===== config.mk =====
export PLATFORM = sky130hd
export DESIGN_NAME = xcfi_rvfi_trace_buffer
export DESIGN_NICKNAME = d
export VERILOG_FILES = /design/src/rtl/xcfi_rvfi_trace_buffer.sv
export SDC_FILE = /design/constraint.sdc
export NUM_CORES = 1
export LEC_CHECK = 0
export BUFFER_PORTS_ARGS = -buffer_cell sky130_fd_sc_hd__buf_2
export CAP_MARGIN = 20
export CORE_MARGIN = 2
export CORE_UTILIZATION = 40
export DETAILED_ROUTE_END_ITERATION = 8
export SLEW_MARGIN = 20
export SYNTH_ARGS = -nofsm -noshare
export SYNTH_HDL_FRONTEND = slang
export SYNTH_SLANG_ARGS = --single-unit

===== constraint.sdc =====
create_clock -name g_clk -period 6.5 [get_ports g_clk]
set_input_delay 0.325 -clock g_clk [delete_from_list [all_inputs] [get_ports g_clk]]
set_output_delay 0.325 -clock g_clk [all_outputs]
set_load 0.01 [all_outputs]

===== src/rtl/xcfi_rvfi_trace_buffer.sv =====
// xcfi_rvfi_trace_buffer
// Holds dispatch-time operand data for in-flight instructions in an in-order
// circular buffer and merges each record with retirement data. The result is
// one registered rvfi_* trace record per retired instruction.
module xcfi_rvfi_trace_buffer #(
    parameter int unsigned DEPTH = 4
) (
    input  logic        g_clk,
    input  logic        g_resetn,
    input  logic        cap_valid,
    input  logic [31:0] cap_insn,
    input  logic [31:0] cap_pc,
    input  logic [31:0] cap_rs1_rdata,
    input  logic [31:0] cap_rs2_rdata,
    input  logic [31:0] cap_rs3_rdata,
    output logic        cap_ready,
    input  logic        ret_valid,
    input  logic        ret_trap,
    input  logic [4:0]  ret_rd_addr,
    input  logic [31:0] ret_rd_wdata,
    input  logic        ret_rd_wide,
    input  logic [31:0] ret_rd_wdatahi,
    input  logic [31:0] ret_pc_wdata,
    input  logic        flush,
    output logic        rvfi_valid,
    output logic [63:0] rvfi_order,
    output logic [31:0] rvfi_insn,
    output logic        rvfi_trap,
    output logic [31:0] rvfi_pc_rdata,
    output logic [31:0] rvfi_pc_wdata,
    output logic [4:0]  rvfi_rs1_addr,
    output logic [4:0]  rvfi_rs2_addr,
    output logic [4:0]  rvfi_rs3_addr,
    output logic [31:0] rvfi_rs1_rdata,
    output logic [31:0] rvfi_rs2_rdata,
    output logic [31:0] rvfi_rs3_rdata,
    output logic [4:0]  rvfi_rd_addr,
    output logic [31:0] rvfi_rd_wdata,
    output logic        rvfi_rd_wide,
    output logic [31:0] rvfi_rd_wdatahi,
    output logic        trace_err
);

    // Pointers carry one extra wrap bit so full and empty are distinct.
    localparam int unsigned IDX_W = (DEPTH > 1) ? $clog2(DEPTH) : 1;
    localparam int unsigned PTR_W = IDX_W + 1;

    // Record storage, indexed by the low pointer bits.
    logic [31:0] mem_insn_r [DEPTH];
    logic [31:0] mem_pc_r   [DEPTH];
    logic [31:0] mem_rs1_r  [DEPTH];
    logic [31:0] mem_rs2_r  [DEPTH];
    logic [31:0] mem_rs3_r  [DEPTH];

    logic [PTR_W-1:0] wr_ptr_r;
    logic [PTR_W-1:0] rd_ptr_r;
    logic [PTR_W-1:0] wr_ptr_nxt_s;
    logic [PTR_W-1:0] rd_ptr_nxt_s;
    logic [IDX_W-1:0] wr_idx_s;
    logic [IDX_W-1:0] rd_idx_s;
    logic             empty_s;
    logic             full_s;
    logic             push_s;
    logic             pop_s;
    logic             err_s;
    logic [63:0]      order_cnt_r;

    logic        rvfi_valid_r;
    logic [63:0] rvfi_order_r;
    logic [31:0] rvfi_insn_r;
    logic        rvfi_trap_r;
    logic [31:0] rvfi_pc_rdata_r;
    logic [31:0] rvfi_pc_wdata_r;
    logic [31:0] rvfi_rs1_rdata_r;
    logic [31:0] rvfi_rs2_rdata_r;
    logic [31:0] rvfi_rs3_rdata_r;
    logic [4:0]  rvfi_rd_addr_r;
    logic [31:0] rvfi_rd_wdata_r;
    logic        rvfi_rd_wide_r;
    logic [31:0] rvfi_rd_wdatahi_r;
    logic        trace_err_r;

    assign wr_idx_s = wr_ptr_r[IDX_W-1:0];
    assign rd_idx_s = rd_ptr_r[IDX_W-1:0];
    assign empty_s  = (wr_ptr_r == rd_ptr_r);
    assign full_s   = (wr_ptr_r[IDX_W] != rd_ptr_r[IDX_W]) &&
                      (wr_idx_s == rd_idx_s);

    // A full buffer still accepts a capture when the head retires the same cycle.
    assign pop_s    = ret_valid && !empty_s;
    assign push_s   = cap_valid && (!full_s || ret_valid) && !flush;
    assign err_s    = (ret_valid && empty_s) ||
                      (cap_valid && full_s && !ret_valid && !flush);

    assign cap_ready = !full_s;

    // Next-pointer selection; flush drops every record still held after the pop.
    always_comb begin
        wr_ptr_nxt_s = wr_ptr_r;
        rd_ptr_nxt_s = rd_ptr_r;
        if (push_s) begin
            wr_ptr_nxt_s = wr_ptr_r + {{(PTR_W-1){1'b0}}, 1'b1};
        end else begin
            wr_ptr_nxt_s = wr_ptr_r;
        end
        if (flush) begin
            rd_ptr_nxt_s = wr_ptr_r;
        end else if (pop_s) begin
            rd_ptr_nxt_s = rd_ptr_r + {{(PTR_W-1){1'b0}}, 1'b1};
        end else begin
            rd_ptr_nxt_s = rd_ptr_r;
        end
    end

    // Pointer, order counter and sticky error state.
    always_ff @(posedge g_clk or negedge g_resetn) begin
        if (!g_resetn) begin
            wr_ptr_r    <= {PTR_W{1'b0}};
            rd_ptr_r    <= {PTR_W{1'b0}};
            order_cnt_r <= 64'd0;
            trace_err_r <= 1'b0;
        end else begin
            wr_ptr_r <= wr_ptr_nxt_s;
            rd_ptr_r <= rd_ptr_nxt_s;
            if (pop_s) begin
                order_cnt_r <= order_cnt_r + 64'd1;
            end
            if (err_s) begin
                trace_err_r <= 1'b1;
            end
        end
    end

    // Record write on capture; contents are meaningless until the pointers cover them.
    always_ff @(posedge g_clk) begin
        if (push_s) begin
            mem_insn_r[wr_idx_s] <= cap_insn;
            mem_pc_r[wr_idx_s]   <= cap_pc;
            mem_rs1_r[wr_idx_s]  <= cap_rs1_rdata;
            mem_rs2_r[wr_idx_s]  <= cap_rs2_rdata;
            mem_rs3_r[wr_idx_s]  <= cap_rs3_rdata;
        end
    end

    // Merge the head record with retirement data into the registered trace port.
    always_ff @(posedge g_clk or negedge g_resetn) begin
        if (!g_resetn) begin
            rvfi_valid_r      <= 1'b0;
            rvfi_order_r      <= 64'd0;
            rvfi_insn_r       <= 32'd0;
            rvfi_trap_r       <= 1'b0;
            rvfi_pc_rdata_r   <= 32'd0;
            rvfi_pc_wdata_r   <= 32'd0;
            rvfi_rs1_rdata_r  <= 32'd0;
            rvfi_rs2_rdata_r  <= 32'd0;
            rvfi_rs3_rdata_r  <= 32'd0;
            rvfi_rd_addr_r    <= 5'd0;
            rvfi_rd_wdata_r   <= 32'd0;
            rvfi_rd_wide_r    <= 1'b0;
            rvfi_rd_wdatahi_r <= 32'd0;
        end else begin
            rvfi_valid_r <= pop_s;
            if (pop_s) begin
                rvfi_order_r      <= order_cnt_r;
                rvfi_insn_r       <= mem_insn_r[rd_idx_s];
                rvfi_pc_rdata_r   <= mem_pc_r[rd_idx_s];
                rvfi_rs1_rdata_r  <= mem_rs1_r[rd_idx_s];
                rvfi_rs2_rdata_r  <= mem_rs2_r[rd_idx_s];
                rvfi_rs3_rdata_r  <= mem_rs3_r[rd_idx_s];
                rvfi_trap_r       <= ret_trap;
                rvfi_pc_wdata_r   <= ret_pc_wdata;
                rvfi_rd_addr_r    <= ret_trap ? 5'd0 : ret_rd_addr;
                rvfi_rd_wdata_r   <= (ret_trap || (ret_rd_addr == 5'd0)) ? 32'd0 : ret_rd_wdata;
                rvfi_rd_wide_r    <= ret_rd_wide;
                rvfi_rd_wdatahi_r <= ret_rd_wide ? ret_rd_wdatahi : 32'd0;
            end
        end
    end

    assign rvfi_valid      = rvfi_valid_r;
    assign rvfi_order      = rvfi_order_r;
    assign rvfi_insn       = rvfi_insn_r;
    assign rvfi_trap       = rvfi_trap_r;
    assign rvfi_pc_rdata   = rvfi_pc_rdata_r;
    assign rvfi_pc_wdata   = rvfi_pc_wdata_r;
    assign rvfi_rs1_addr   = rvfi_insn_r[19:15];
    assign rvfi_rs2_addr   = rvfi_insn_r[24:20];
    assign rvfi_rs3_addr   = rvfi_insn_r[31:27];
    assign rvfi_rs1_rdata  = rvfi_rs1_rdata_r;
    assign rvfi_rs2_rdata  = rvfi_rs2_rdata_r;
    assign rvfi_rs3_rdata  = rvfi_rs3_rdata_r;
    assign rvfi_rd_addr    = rvfi_rd_addr_r;
    assign rvfi_rd_wdata   = rvfi_rd_wdata_r;
    assign rvfi_rd_wide    = rvfi_rd_wide_r;
    assign rvfi_rd_wdatahi = rvfi_rd_wdatahi_r;
    assign trace_err       = trace_err_r;

endmodule

After elaboration in Yosys (flattened, before gate mapping)
Memories as Yosys holds them, arrays and structs flattened. A register that Yosys moved wholly into a read port is not among the register bits.
Index checks and enable logic that the tools add are counted.
{ "totals": {"in_bits": 268, "n_memories": 5, "ramBits": 640, "elab_cells": 52, "out_inout_bits": 345, "regBits": 239} }
{ "classes": {"muxes": 7, "eq_ne": 3, "reduce_logical": 22, "addsub": 3} }
{ "memory_table": {"columns": ["memory", "words", "word_bits", "rd", "rd_clocked_by_memory_dff", "write_ports", "line", "source"], "rows": [
  ["mem_insn_r", 4, 32, 1, 1, 1, "49", "logic [31:0] mem_insn_r [DEPTH];"],
  ["mem_pc_r", 4, 32, 1, 1, 1, "50", "logic [31:0] mem_pc_r [DEPTH];"],
  ["mem_rs1_r", 4, 32, 1, 1, 1, "51", "logic [31:0] mem_rs1_r [DEPTH];"],
  ["mem_rs2_r", 4, 32, 1, 1, 1, "52", "logic [31:0] mem_rs2_r [DEPTH];"],
  ["mem_rs3_r", 4, 32, 1, 1, 1, "53", "logic [31:0] mem_rs3_r [DEPTH];"]
]} }
{ "op_table": {"columns": ["op", "n"], "rows": [
  ["$add A64 B1 Y64 const B", 1],
  ["$mux W32", 2],
  ["$logic_not A1 Y1", 9],
  ["$logic_and A1 B1 Y1", 8],
  ["$add A3 B1 Y3 const B", 2],
  ["$mux W3", 2],
  ["$logic_not A5 Y1", 1],
  ["$mux W5", 1],
  ["$eq A3 B3 Y1", 1],
  ["$logic_or A1 B1 Y1", 3],
  ["$eq A2 B2 Y1", 1],
  ["$mux W1", 2],
  ["$reduce_bool A2 Y1", 1],
  ["$ne A1 B1 Y1", 1]
]} }

Depth between registers and ports, before layout
Gate-level depths: netlist of run 1.
{ "depth": {"depth_word": 8, "depth_mapped": 10, "ltp_nobuf": 7} }

Worst setup path before layout of run 1
No wires, ideal clock.
{ "synth_timing": {"path_type": "reg-to-reg", "from": "register rd_ptr_r[0]", "to": "memory mem_insn_r[3][0], enable pin", "required_time_ps": 5959, "arrival_time_ps": 4767, "path_stages_with_launch": 6, "path_buffers": 1, "setup_ps": 541, "slack_ps": 1192, "synth_period_minus_slack_ps": 5308, "path_cell_list": "dfrtp_1 buf_2 xnor2_1 nand3_1 o21a_1 and2_1"} }
{ "synth_between": {"elab_chain_cells": 8} }
{ "synth_rtl": {"columns": ["element", "line", "source"], "rows": [
  ["from (decl)", "56", "logic [PTR_W-1:0] rd_ptr_r;"],
  ["from (signal assigned)", "119", "rd_ptr_r <= {PTR_W{1'b0}};"],
  ["from (signal assigned)", "124", "rd_ptr_r <= rd_ptr_nxt_s;"],
  ["$eq A2 B2 Y1", "87", "(wr_idx_s == rd_idx_s);"],
  ["$logic_and A1 B1 Y1", "86", "assign full_s = (wr_ptr_r[IDX_W] != rd_ptr_r[IDX_W]) &&"],
  ["$logic_not A1 Y1", null, null],
  ["net cap_ready", "16", "output logic cap_ready,"],
  ["$logic_or A1 B1 Y1", "91", "assign push_s = cap_valid && (!full_s || ret_valid) && !flush;"],
  ["$logic_and A1 B1 Y1 (2 in series)", "91", null],
  ["$mux W1", "136", "if (push_s) begin"],
  ["$mux W1 (implied by the code)", "137", "mem_insn_r[wr_idx_s] <= cap_insn;"],
  ["to (decl)", "49", null]
]} }
The timed path passes the listed nets, and every way through them passes these cells.

Worst setup path in the final report of run 1
{ "layout_timing": {"from": "register rd_ptr_r[0]", "to": "register rvfi_rd_addr_r[3] (netlist: rvfi_rd_addr[3])"} }
{ "layout_between": {"elab_chain_cells": 3} }
{ "layout_rtl": {"columns": ["element", "line", "source"], "rows": [
  ["$eq A3 B3 Y1", "85", "assign empty_s = (wr_ptr_r == rd_ptr_r);"],
  ["$logic_not A1 Y1", "90", "assign pop_s = ret_valid && !empty_s;"],
  ["$logic_and A1 B1 Y1", "90", null],
  ["to (signal assigned)", "172", "rvfi_rd_addr_r <= ret_trap ? 5'd0 : ret_rd_addr;"],
  ["to (decl)", "77", "logic [4:0] rvfi_rd_addr_r;"]
]} }
Every way passes these cells.
A chain may end at the register's enable or synchronous reset.

==> run_results.csv, run 1 <==
group,metric,value,unit
status,status,"complete, no violations",
floorplan,start_util,40.4,%
clock_network,cts_sinks,1039,
synth,syn_area,39000,µm²
route,drt-initial-drc-count,1395,
power_and_ir_drop,p_clk_share,30.4,%
synth,syn-num-nets,2829,
finish,syn2layout_area_growth,27.6,%
route,wl_per_cell,19.2,µm
floorplan,core,96600,µm²
timing,tightestPinTransition,1.02,ns
timing,rsz0062_at_grt,"no",
power_and_ir_drop,power_frac_seq,43.3,%
critical_path,cpMaxStageDelayCell,"dfrtp_4",
route,drcViolationCount,0,
hold_path,hold_depth,3,
timing,fmax,235,MHz
clock_network,cts_made_buffers,107,
clock_network,clk-insertion-delay-late,0.69,ns
synth,syn-mean-instance-area,15.3,µm²
critical_path,worstPathRequired,7.07,ns
hold_path,min_to,"rvfi_rd_wdatahi[27]$_DFFE_PN0P_",
timing,slew_viol_final,0,
clock_network,htreeDepth,3,
synth,yosysSeqAreaShare,74.9,%
critical_path,critPathBufInv,3,
synth,synthDistinctLibCells,39,
clock_network,tritoncts,"yes",
critical_path,cp_top_family,"buffers and inverters",
synth,syn_inst,2555,
route,drtAntennaViolNets,0,
power_and_ir_drop,power.density,420,nW/µm²
global_route,antenna_found_initial,12,
critical_path,path_max_fanout,147,
critical_path,crit_arrival,4.82,ns
timing,setup_viol,0,
finish,mostFrequentLayoutCell,"nand2_1",
finish,drive_gt1_share,28.1,%
critical_path,rr_startpoint,"rd_ptr_r[0]$_DFFE_PN0P_",
floorplan,die_w,316,µm
power_and_ir_drop,p_comb_share,26.3,%
route,routed_wirelength,92300,µm
floorplan,io_pins,613,
floorplan,die_area,99900,µm²
finish,fillers,8125,
global_route,grt_max_degree,162,
critical_path,end_kind,"flop",
critical_path,r2r-end,"rvfi_rd_addr[3]$_DFFE_PN0P_",
timing,tns,0,ns
timing,hold_viol,0,
finish,multi_input_area,9060,µm²
power_and_ir_drop,switching_power,6520,µW
finish,nets,3708,
floorplan,die_h,316,µm
route,vias,23500,
synth,synth-seq-cells,1039,
timing,timing.hold.ws,0.178,ns
clock_network,cts_resized,0,
critical_path,cpPeakStageDelay,0.88,ns
timing,relSlewSlack,31.8,%
global_route,grt_usage,18.5,%
timing,min_period,4.26,ns
clock_network,clockRootBuffer,"clkbuf_16",
global_route,grt_first_pass_wirelength,142000,µm
critical_path,critical_path.startpoint_type,"flop",
timing,finalCritPeriodShare,65.5,%
floorplan,num_rows,114,
placed_design,gp_congestion,0.782,
timing,finClkSkew,0.0178,ns
power_and_ir_drop,power.leakage,0.0210,µW
critical_path,crit_type,"flop to flop",
route,drt_pass1_iterations,5,
route,avgViaCountPerCell,4.89,
finish,layout_common_cells,"nand2_1, edfxtp_1, buf_2, dfrtp_1, dlygate4sd3_1",
critical_path,path_cells,"xor2_1 -> nor3_4 -> nand2b_4 -> inv_8 -> buf_4 -> nand3b_1 -> dlygate4sd3_1 -> nand2_1",
flow_run,drv_cap,0,
finish,seqCellArea,29200,µm²
critical_path,ff2ff_path_depth,8,
power_and_ir_drop,p_sw_share,31.2,%
power_and_ir_drop,p_int,14400,µW
hold_path,worstHoldStart,"ret_rd_wide",
clock_network,clockBufferDepth,3,
global_route,grt_overflow,0,
finish,finish.utilization,51.5,%
clock_network,clkTransAtPathRegs,0.06,ns
critical_path,r2r_slack,2.24,ns
placed_design,dp_hpwl,54700,µm
synth,yosys_warnings,0,
global_route,grt_pass1_vias,24600,
hold_path,hp-class,"input port to flop",
placed_design,place.port_buffers,612,
power_and_ir_drop,ir_drop,323,µV
worst max-delay path by stage:
stage | from | endpoint | cells past startpoint
final | rd_ptr_r[0]$_DFFE_PN0P_ | rvfi_rd_addr[3]$_DFFE_PN0P_ | 8
after global routing | rd_ptr_r[0]$_DFFE_PN0P_ | rvfi_rd_addr[1]$_DFFE_PN0P_ | 8
after CTS | rd_ptr_r[0]$_DFFE_PN0P_ | rvfi_rd_addr[3]$_DFFE_PN0P_ | 8
after detailed placement | rd_ptr_r[0]$_DFFE_PN0P_ | rvfi_insn[11]$_DFFE_PN0P_ | 7
after global placement | rd_ptr_r[0]$_DFFE_PN0P_ | rvfi_rs1_rdata[23]$_DFFE_PN0P_ | 7
after floorplan | rd_ptr_r[0]$_DFFE_PN0P_ | mem_insn_r[3][0]$_DFFE_PP_ | 5
registers in the layout, indices dropped and copies added, names as in the netlist:
register,flops
mem_insn_r,128
mem_pc_r,128
mem_rs1_r,128
mem_rs2_r,128
mem_rs3_r,128
order_cnt_r,64
rd_ptr_r,3
rvfi_insn,32
rvfi_order,64
rvfi_pc_rdata,32
rvfi_pc_wdata,32
rvfi_rd_addr,5
rvfi_rd_wdata,32
rvfi_rd_wdatahi,32
rvfi_rd_wide,1
rvfi_rs1_rdata,32
rvfi_rs2_rdata,32
rvfi_rs3_rdata,32
rvfi_trap,1
rvfi_valid,1
trace_err,1
wr_ptr_r,3
cell type report:
cell class	count	area share [%]
Antenna cell	8	0.0403
Clock buffer	146	6.04
Clock inverter	58	1.45
Inverter	6	0.0604
Multi-Input combinational cell	1373	18.2
Sequential cell	1039	58.7
Tap cell	1276	3.21
Timing Repair Buffer	907	12.2
routing by layer:
layer / wire (µm) / vias up / GRT usage (%)
met5: 62 / - / 0
met4: 2050 / 10 / 5.73
met3: 6110 / 145 / 4.62
met2: 45600 / 645 / 31.3
met1: 38500 / 11900 / 23.4
li1: - / 10800 / -
metrics by stage:
stage	std cells	instance area (µm²)	power, µW	setup slack, ns
3_3_place_gp	4331	43300	14600	2.27
2_1_floorplan	2555	39000	12600	1.19
4_1_cts	4805	49700	21200	2.15
5_1_grt	4812	49700	22100	1.85
3_5_place_dp	4331	43300	14700	2.24
6_report	4813	49700	20900	2.24
power groups by stage:
stage	Sequential [µW]	Combinational, µW	Clock, µW
after floorplan	9420	3170	0
after global placement	9160	5430	0
after detailed placement	9170	5480	0
after CTS	9060	5630	6510
after global routing	9190	6100	6780
final	9040	5490	6350
worst register-to-register path: cells and delay by family, from the launching register on:
family	cells	cell delay [ns]
buffers and inverters	3	1.57
and+or+nand+nor	4	1.47
DFF	1	0.88
xor gates and xnor gates	1	0.21
what timing repair did:
action                                  CTS  global route
buffers inserted                          0             0
hold buffers                            270             0
endpoints found under the setup margin    0             0
endpoints found under the hold margin   842             0
cells in the mapped netlist, drive strengths merged:
| library cell | instances | area [µm²] |
|---|---|---|
| o21bai | 1 | 7.51 |
| a41oi | 1 | 8.76 |
| and4 | 7 | 61.3 |
| nor2b | 1 | 6.26 |
| mux2i | 1 | 10.0 |
| clkbuf | 30 | 113 |
| and2 | 10 | 62.6 |
| xor2 | 12 | 105 |
| nor3 | 7 | 46.3 |
| nand4b | 1 | 8.76 |
| nand4 | 26 | 163 |
| or2 | 1 | 6.26 |
| dfrtp | 399 | 9980 |
| buf | 107 | 596 |
| nand3 | 99 | 495 |
| nand3b | 7 | 52.6 |
| nand2 | 935 | 3510 |
| edfxtp | 640 | 19200 |
| or4 | 1 | 11.3 |
| o21a | 1 | 7.51 |
| and3 | 13 | 81.3 |
| mux4 | 160 | 3600 |
| o21ai | 6 | 30.0 |
| inv | 6 | 22.5 |
| nor4 | 9 | 120 |
| xnor2 | 60 | 526 |
| nor2 | 6 | 22.5 |
| ha | 6 | 75.1 |
| nand2b | 1 | 6.26 |
| a21oi | 1 | 5.00 |
cells by family after synthesis:
family,count (synthesis),synth area share [%]
mux,161,9.27
compound gates,10,0.151
simple gates,1124,11.9
fa+ha+maj,6,0.193
flops,1039,74.9
buf+inv,143,1.88
xor+xnor,72,1.62
Power figures use the tool's default switching activity.
==> run 2: changes to the inputs <==
Settings changed: ABC_AREA set to 1.
Clock period 6.5 ns to 4.2 ns, I/O delays scaled along.
==> run_results.csv, run 2 <==
group,metric,value,unit
status,status,"complete, no violations",
synth,syn-mean-instance-area,11.4,µm²
timing,finClkSkew,0.0369,ns
route,avgViaCountPerCell,4.93,
placed_design,dp_cells,5286,
hold_path,worstHoldStart,"ret_rd_wide",
finish,fillers,8678,
clock_network,htreeDepth,3,
timing,tns,0,ns
floorplan,die_w,322,µm
route,wl_per_cell,18.5,µm
floorplan,start_util,40.3,%
critical_path,rr_startpoint,"rd_ptr_r[0]$_DFFE_PN0P_",
global_route,grt_usage,20.4,%
hold_path,hp-class,"input port to flop",
synth,synth_top_cell_by_area,"edfxtp_1",
critical_path,path_cells,"inv_8 -> nand2_1 -> nand2_1 -> nand3_2 -> nand2_8 -> buf_4 -> nand2_1 -> o21ai_1 -> dlygate4sd3_1",
route,routed_wirelength,107000,µm
clock_network,clkTransAtPathRegs,0.06,ns
critical_path,end_kind,"flop",
power_and_ir_drop,power.leakage,0.0206,µW
floorplan,core,100000,µm²
timing,setup_viol,0,
critical_path,worstPathRequired,4.82,ns
floorplan,die_area,103000,µm²
route,vias,28500,
synth,yosys_warnings,0,
critical_path,cp_common_cell,"nand2_1",
route,drt_pass1_iterations,7,
finish,nets,4641,
global_route,antenna_found_initial,23,
clock_network,clockRootBuffer,"clkbuf_16",
finish,stdcell_count,5770,
critical_path,critPathLaunch,"rd_ptr_r[0]$_DFFE_PN0P_",
critical_path,cpPeakStageDelay,0.67,ns
critical_path,path_max_fanout,83,
synth,synth_edf_count,640,
critical_path,critical_path.startpoint_type,"flop",
synth,yosys_most_used_dff,"edfxtp_1",
floorplan,die_h,322,µm
critical_path,crit_type,"flop to flop",
synth,yosysMostFrequentCell,"nor2_1",
timing,rsz0062_at_grt,"no",
finish,layout_common_cells,"nor2_1, edfxtp_1, buf_2, nand2_1, o21ai_0",
global_route,grt_pass1_vias,27700,
synth,syn_area,40300,µm²
finish,drive_gt1_share,19.2,%
synth,netlist.area_leader.share,47.7,%
floorplan,num_rows,116,
finish,mostFrequentLayoutCell,"nor2_1",
timing,relSlewSlack,26.3,%
timing,fin_ws,0.874,ns
finish,multi_input_area,9730,µm²
power_and_ir_drop,ir_drop,509,µV
timing,finalCritPeriodShare,79.2,%
clock_network,clk-insertion-delay-late,0.70,ns
synth,ys_top_cells_by_area,"edfxtp_1, dfrtp_1, nor2_1",
critical_path,cpMaxStageDelayCell,"buf_4",
finish,seqCellArea,29200,µm²
critical_path,crit_arrival,3.95,ns
placed_design,place_ws,0.933,ns
timing,hold_viol,0,
global_route,grt_first_pass_wirelength,163000,µm
timing,slew_viol_final,0,
synth,yosysSeqAreaShare,72.4,%
flow_run,drv_cap,0,
clock_network,cts_made_buffers,109,
placed_design,place.port_buffers,612,
floorplan,io_pins,613,
critical_path,cp_top_family,"buffers and inverters",
finish,syn2layout_area_growth,26.5,%
timing,tightestPinTransition,1.11,ns
route,drt-initial-drc-count,1809,
placed_design,dp_hpwl,63900,µm
clock_network,cts_resized,0,
clock_network,clockBufferDepth,3,
synth,syn-num-nets,3814,
clock_network,tritoncts,"yes",
route,drcViolationCount,0,
synth,synth-seq-cells,1039,
synth,syn_inst,3540,
synth,synthDistinctLibCells,35,
synth,ys_top_cells_by_count,"nor2_1, edfxtp_1, nand2_1, dfrtp_1, o21ai_0",
route,drtAntennaViolNets,0,
critical_path,critPathBufInv,3,
clock_network,cts_sinks,1039,
timing,fmax,301,MHz
global_route,grt_overflow,0,
power_and_ir_drop,power.density,645,nW/µm²
timing,min_period,3.33,ns
global_route,grt_max_degree,215,
placed_design,gp_congestion,0.899,
synth,async_flop_share,38.4,%
run 2: cell types whose count changed after synthesis, sizes merged, moves of 24 or more:
cell    previous run  this run
a31oi              0       160
clkbuf            30        75
nor2               6       925
o21ai              6       407
xnor2             60         3
nand2            935       533
mux4             160         0
nand3             99        75
xor2              12        36
inv                6       100
run 2: final timing paths:
check / end / slack (ns) / cells past startpoint
min in group asynchronous: rvfi_order[0]$_DFFE_PN0P_ / 0.22 / 2
setup / recovery: rvfi_rd_addr[4]$_DFFE_PN0P_ / 0.87 / 9
setup reg to reg: rvfi_rd_addr[4]$_DFFE_PN0P_ / 0.87 / 9
max in group asynchronous: rvfi_rs1_rdata[18]$_DFFE_PN0P_ / 2.90 / 3
hold reg to reg: rvfi_rd_wdata[15]$_DFFE_PN0P_ / 0.47 / 2
hold / removal: rvfi_rd_wdatahi[15]$_DFFE_PN0P_ / 0.08 / 3
run 2: cells by family (layout without fill, tap and decap cells):
kind of cell / after synthesis / in the layout / synth area share (%)
other: 0 / 9 / 0
flip-flops: 1039 / 1039 / 72.4
AO/OA/AOI/OAI: 575 / 575 / 7.67
adder cells (fa/ha/maj): 6 / 6 / 0.186
XOR/XNOR: 39 / 39 / 0.866
buffers and inverters: 305 / 1228 / 3.56
AND/OR/NAND/NOR: 1576 / 1576 / 15.3
run 2: area by class of cell:
class | instances | share of cell area (%)
Antenna cell | 9 | 0.0442
Clock buffer | 149 | 5.96
Clock inverter | 58 | 1.44
Inverter | 100 | 0.775
Multi-Input combinational cell | 2196 | 19.1
Sequential cell | 1039 | 57.3
Tap cell | 1298 | 3.18
Timing Repair Buffer | 921 | 12.3
run 2: layer usage:
layer	vias up	global-route usage [%]	wire (µm)
met2	798	33.8	51300
met5	-	0	171
met4	26	7.58	3840
met3	219	5.29	7460
li1	13700	-	-
met1	13700	25.8	44100
run 2: where the power goes:
part           internal [µW]  switching (µW)
clock                   5890            4060
sequential             12900            1130
combinational           3020            5880
run 2: through the flow:
stage / cell area, µm² / power (µW) / util [%] / hold slack (ns)
6_report: 51000 / 32900 / 51.0 / 0.0768
5_1_grt: 51000 / 34800 / 51.0 / 0.0569
4_1_cts: 51000 / 33300 / 51.0 / 0.0110
3_5_place_dp: 44500 / 23000 / 44.5 / 0.382
3_3_place_gp: 44500 / 22800 / 44.5 / 0.377
2_1_floorplan: 40300 / 19500 / - / -0.0856
run 2: timing repair:
action	in CTS	in global routing
hold endpoints to repair	847	0
hold buffers	268	0
setup buffers	0	0
run 2: worst reg2reg max path: stages, from the launching register on:
cell,delay (ns)
dfrtp_4,0.66
inv_8,0.33
nand2_1,0.09
nand2_1,0.12
nand3_2,0.19
nand2_8,0.41
buf_4,0.68
nand2_1,0.13
o21ai_1,0.11
dlygate4sd3_1,0.57
==> run 3: changes to the inputs <==
Settings changed: ABC_AREA 1 to 0.
Clock period 4.2 ns to 3.08 ns, I/O delays scaled along.
==> run_results.csv, run 3 (synthesis results as in run 1) <==
group,metric,value,unit
critical_path,worstPathRequired,3.64,ns
clock_network,cts_sinks,1039,
clock_network,clockRootBuffer,"clkbuf_16",
power_and_ir_drop,power.density,867,nW/µm²
clock_network,clockBufferDepth,3,
critical_path,crit_type,"flop to flop",
route,vias,23900,
global_route,grt_max_degree,127,
critical_path,ff2ff_path_depth,8,
critical_path,end_kind,"flop",
critical_path,r2r_slack,0.16,ns
timing,fmax,343,MHz
critical_path,critPathCapture,"rvfi_rd_wdatahi[31]$_DFFE_PN0P_",
clock_network,clkTransAtPathRegs,0.06,ns
route,drt-initial-drc-count,1487,
route,avgViaCountPerCell,4.89,
finish,mostFrequentLayoutCell,"nand2_1",
global_route,antenna_found_initial,14,
critical_path,critPathLaunch,"rd_ptr_r[0]$_DFFE_PN0P_",
route,drtAntennaViolNets,0,
finish,syn2layout_area_growth,29.2,%
timing,timing.hold.ws,0.0364,ns
floorplan,core,96600,µm²
timing,finClkSkew,0.0173,ns
finish,drive_gt1_share,28.4,%
critical_path,rr_startpoint,"rd_ptr_r[0]$_DFFE_PN0P_",
critical_path,crit_arrival,3.48,ns
global_route,grt_usage,19.0,%
placed_design,gp_congestion,0.801,
critical_path,r2r-end,"rvfi_rd_wdatahi[31]$_DFFE_PN0P_",
critical_path,critical_path.startpoint_type,"flop",
floorplan,die_h,316,µm
hold_path,hp-class,"input port to async pin",
finish,layout_common_cells,"nand2_1, edfxtp_1, buf_2, dfrtp_1, dlygate4sd3_1",
route,wl_per_cell,19.5,µm
route,drt_pass1_iterations,5,
clock_network,htreeDepth,3,
status,status,"complete, no violations",
power_and_ir_drop,ir_drop,1020,µV
timing,slew_viol_final,0,
finish,fillers,8054,
floorplan,die_w,316,µm
critical_path,path_max_fanout,80,
clock_network,postCtsSetupRepairBufs,0,
finish,finish.utilization,52.1,%
timing,rsz0062_at_grt,"no",
floorplan,io_pins,613,
timing,setup_viol,0,
clock_network,tritoncts,"yes",
placed_design,dp_hpwl,59400,µm
floorplan,num_rows,114,
power_and_ir_drop,p_total,43600,µW
timing,min_period,2.92,ns
floorplan,die_area,99900,µm²
floorplan,start_util,40.4,%
route,drcViolationCount,0,
global_route,grt_overflow,0,
route,routed_wirelength,95400,µm
placed_design,place.port_buffers,612,
finish,nets,3787,
global_route,grt_first_pass_wirelength,146000,µm
flow_run,drv_cap,0,
timing,finalCritPeriodShare,94.7,%
clock_network,cts_made_buffers,108,
power_and_ir_drop,power.leakage,0.0212,µW
clock_network,clk-insertion-delay-late,0.69,ns
timing,relSlewSlack,43.0,%
global_route,grt_pass1_vias,24900,
timing,hold_viol,0,
timing,tightestPinTransition,0.855,ns
run 3: cell types whose count changed in the layout (fill, tap and decap cells not counted), moves of 25 or more:
cell / delta
dlygate4sd3_1: +37
mux4_2: +160
nand3_1: +25
inv_1: -92
o21ai_0: -394
a31oi_1: -160
nor2_1: -904
nand2_1: +403
xnor2_1: +58
run 3: report_power, final:
| part | internal, µW | leakage (µW) | switching [µW] |
|---|---|---|---|
| logic | 5040 | 0.00858 | 7120 |
| clock network | 7190 | 0.00170 | 5350 |
| registers | 17600 | 0.0109 | 1300 |
run 3: critical path, cell delays in order, from the launching register on:
cell and delay [ns]:
dfrtp_4 0.52, xor2_1 0.20, nor3_4 0.50, nand2b_4 0.33
inv_8 0.14, buf_12 0.24, nand3_1 0.14, dlygate4sd3_1 0.58
nand2_1 0.06
run 3: worst min path at each step:
| stage | to | slack, ns | cells after the start |
|---|---|---|---|
| after floorplan | order_cnt_r[0]$_DFFE_PN0P_ | -0.14 | 0 |
| final | rvfi_order[61]$_DFFE_PN0P_ | 0.04 | 2 |
| after detailed placement | rvfi_order[38]$_DFFE_PN0P_ | 0.18 | 1 |
| after global routing | rvfi_order[38]$_DFFE_PN0P_ | 0.06 | 2 |
| after CTS | rvfi_order[32]$_DFFE_PN0P_ | 0.02 | 2 |
| after global placement | rvfi_order[38]$_DFFE_PN0P_ | 0.19 | 1 |
run 3: metrics by stage:
step | setup WS (ns) | area, µm² | cells | setup TNS [ns]
after global routing | 0.0554 | 50300 | 4889 | 0
final | 0.164 | 50300 | 4889 | 0
after floorplan | -0.409 | 39000 | 2555 | -196.20
after detailed placement | 0.684 | 43800 | 4374 | 0
after CTS | 0.200 | 50300 | 4882 | 0
after global placement | 0.710 | 43800 | 4374 | 0
run 3: layout make-up:
cell class | count | area, µm² | share of cell area, %
clock buffers | 141 | 3000 | 5.96
diodes | 7 | 17.5 | 0.0348
multi-input cells | 1373 | 9050 | 18.0
inverters | 6 | 30.0 | 0.0597
flip-flops and latches | 1039 | 29200 | 58.0
well taps | 1276 | 1600 | 3.17
repair buffers | 985 | 6990 | 13.9
clock inverters | 62 | 443 | 0.880
run 3: timing repair:
item                      in CTS  in global routing
gates resized for setup        0                  0
hold buffers                 305                  0
hold endpoints to repair    1023                  0
run 3: per-layer routing:
| metal | share of wire (%) | GRT usage [%] |
|---|---|---|
| met1 | 42 | 24.4 |
| met2 | 50 | 32.3 |
| met3 | 6.0 | 4.30 |
| met4 | 2.3 | 5.88 |
| met5 | 0.070 | 0 |
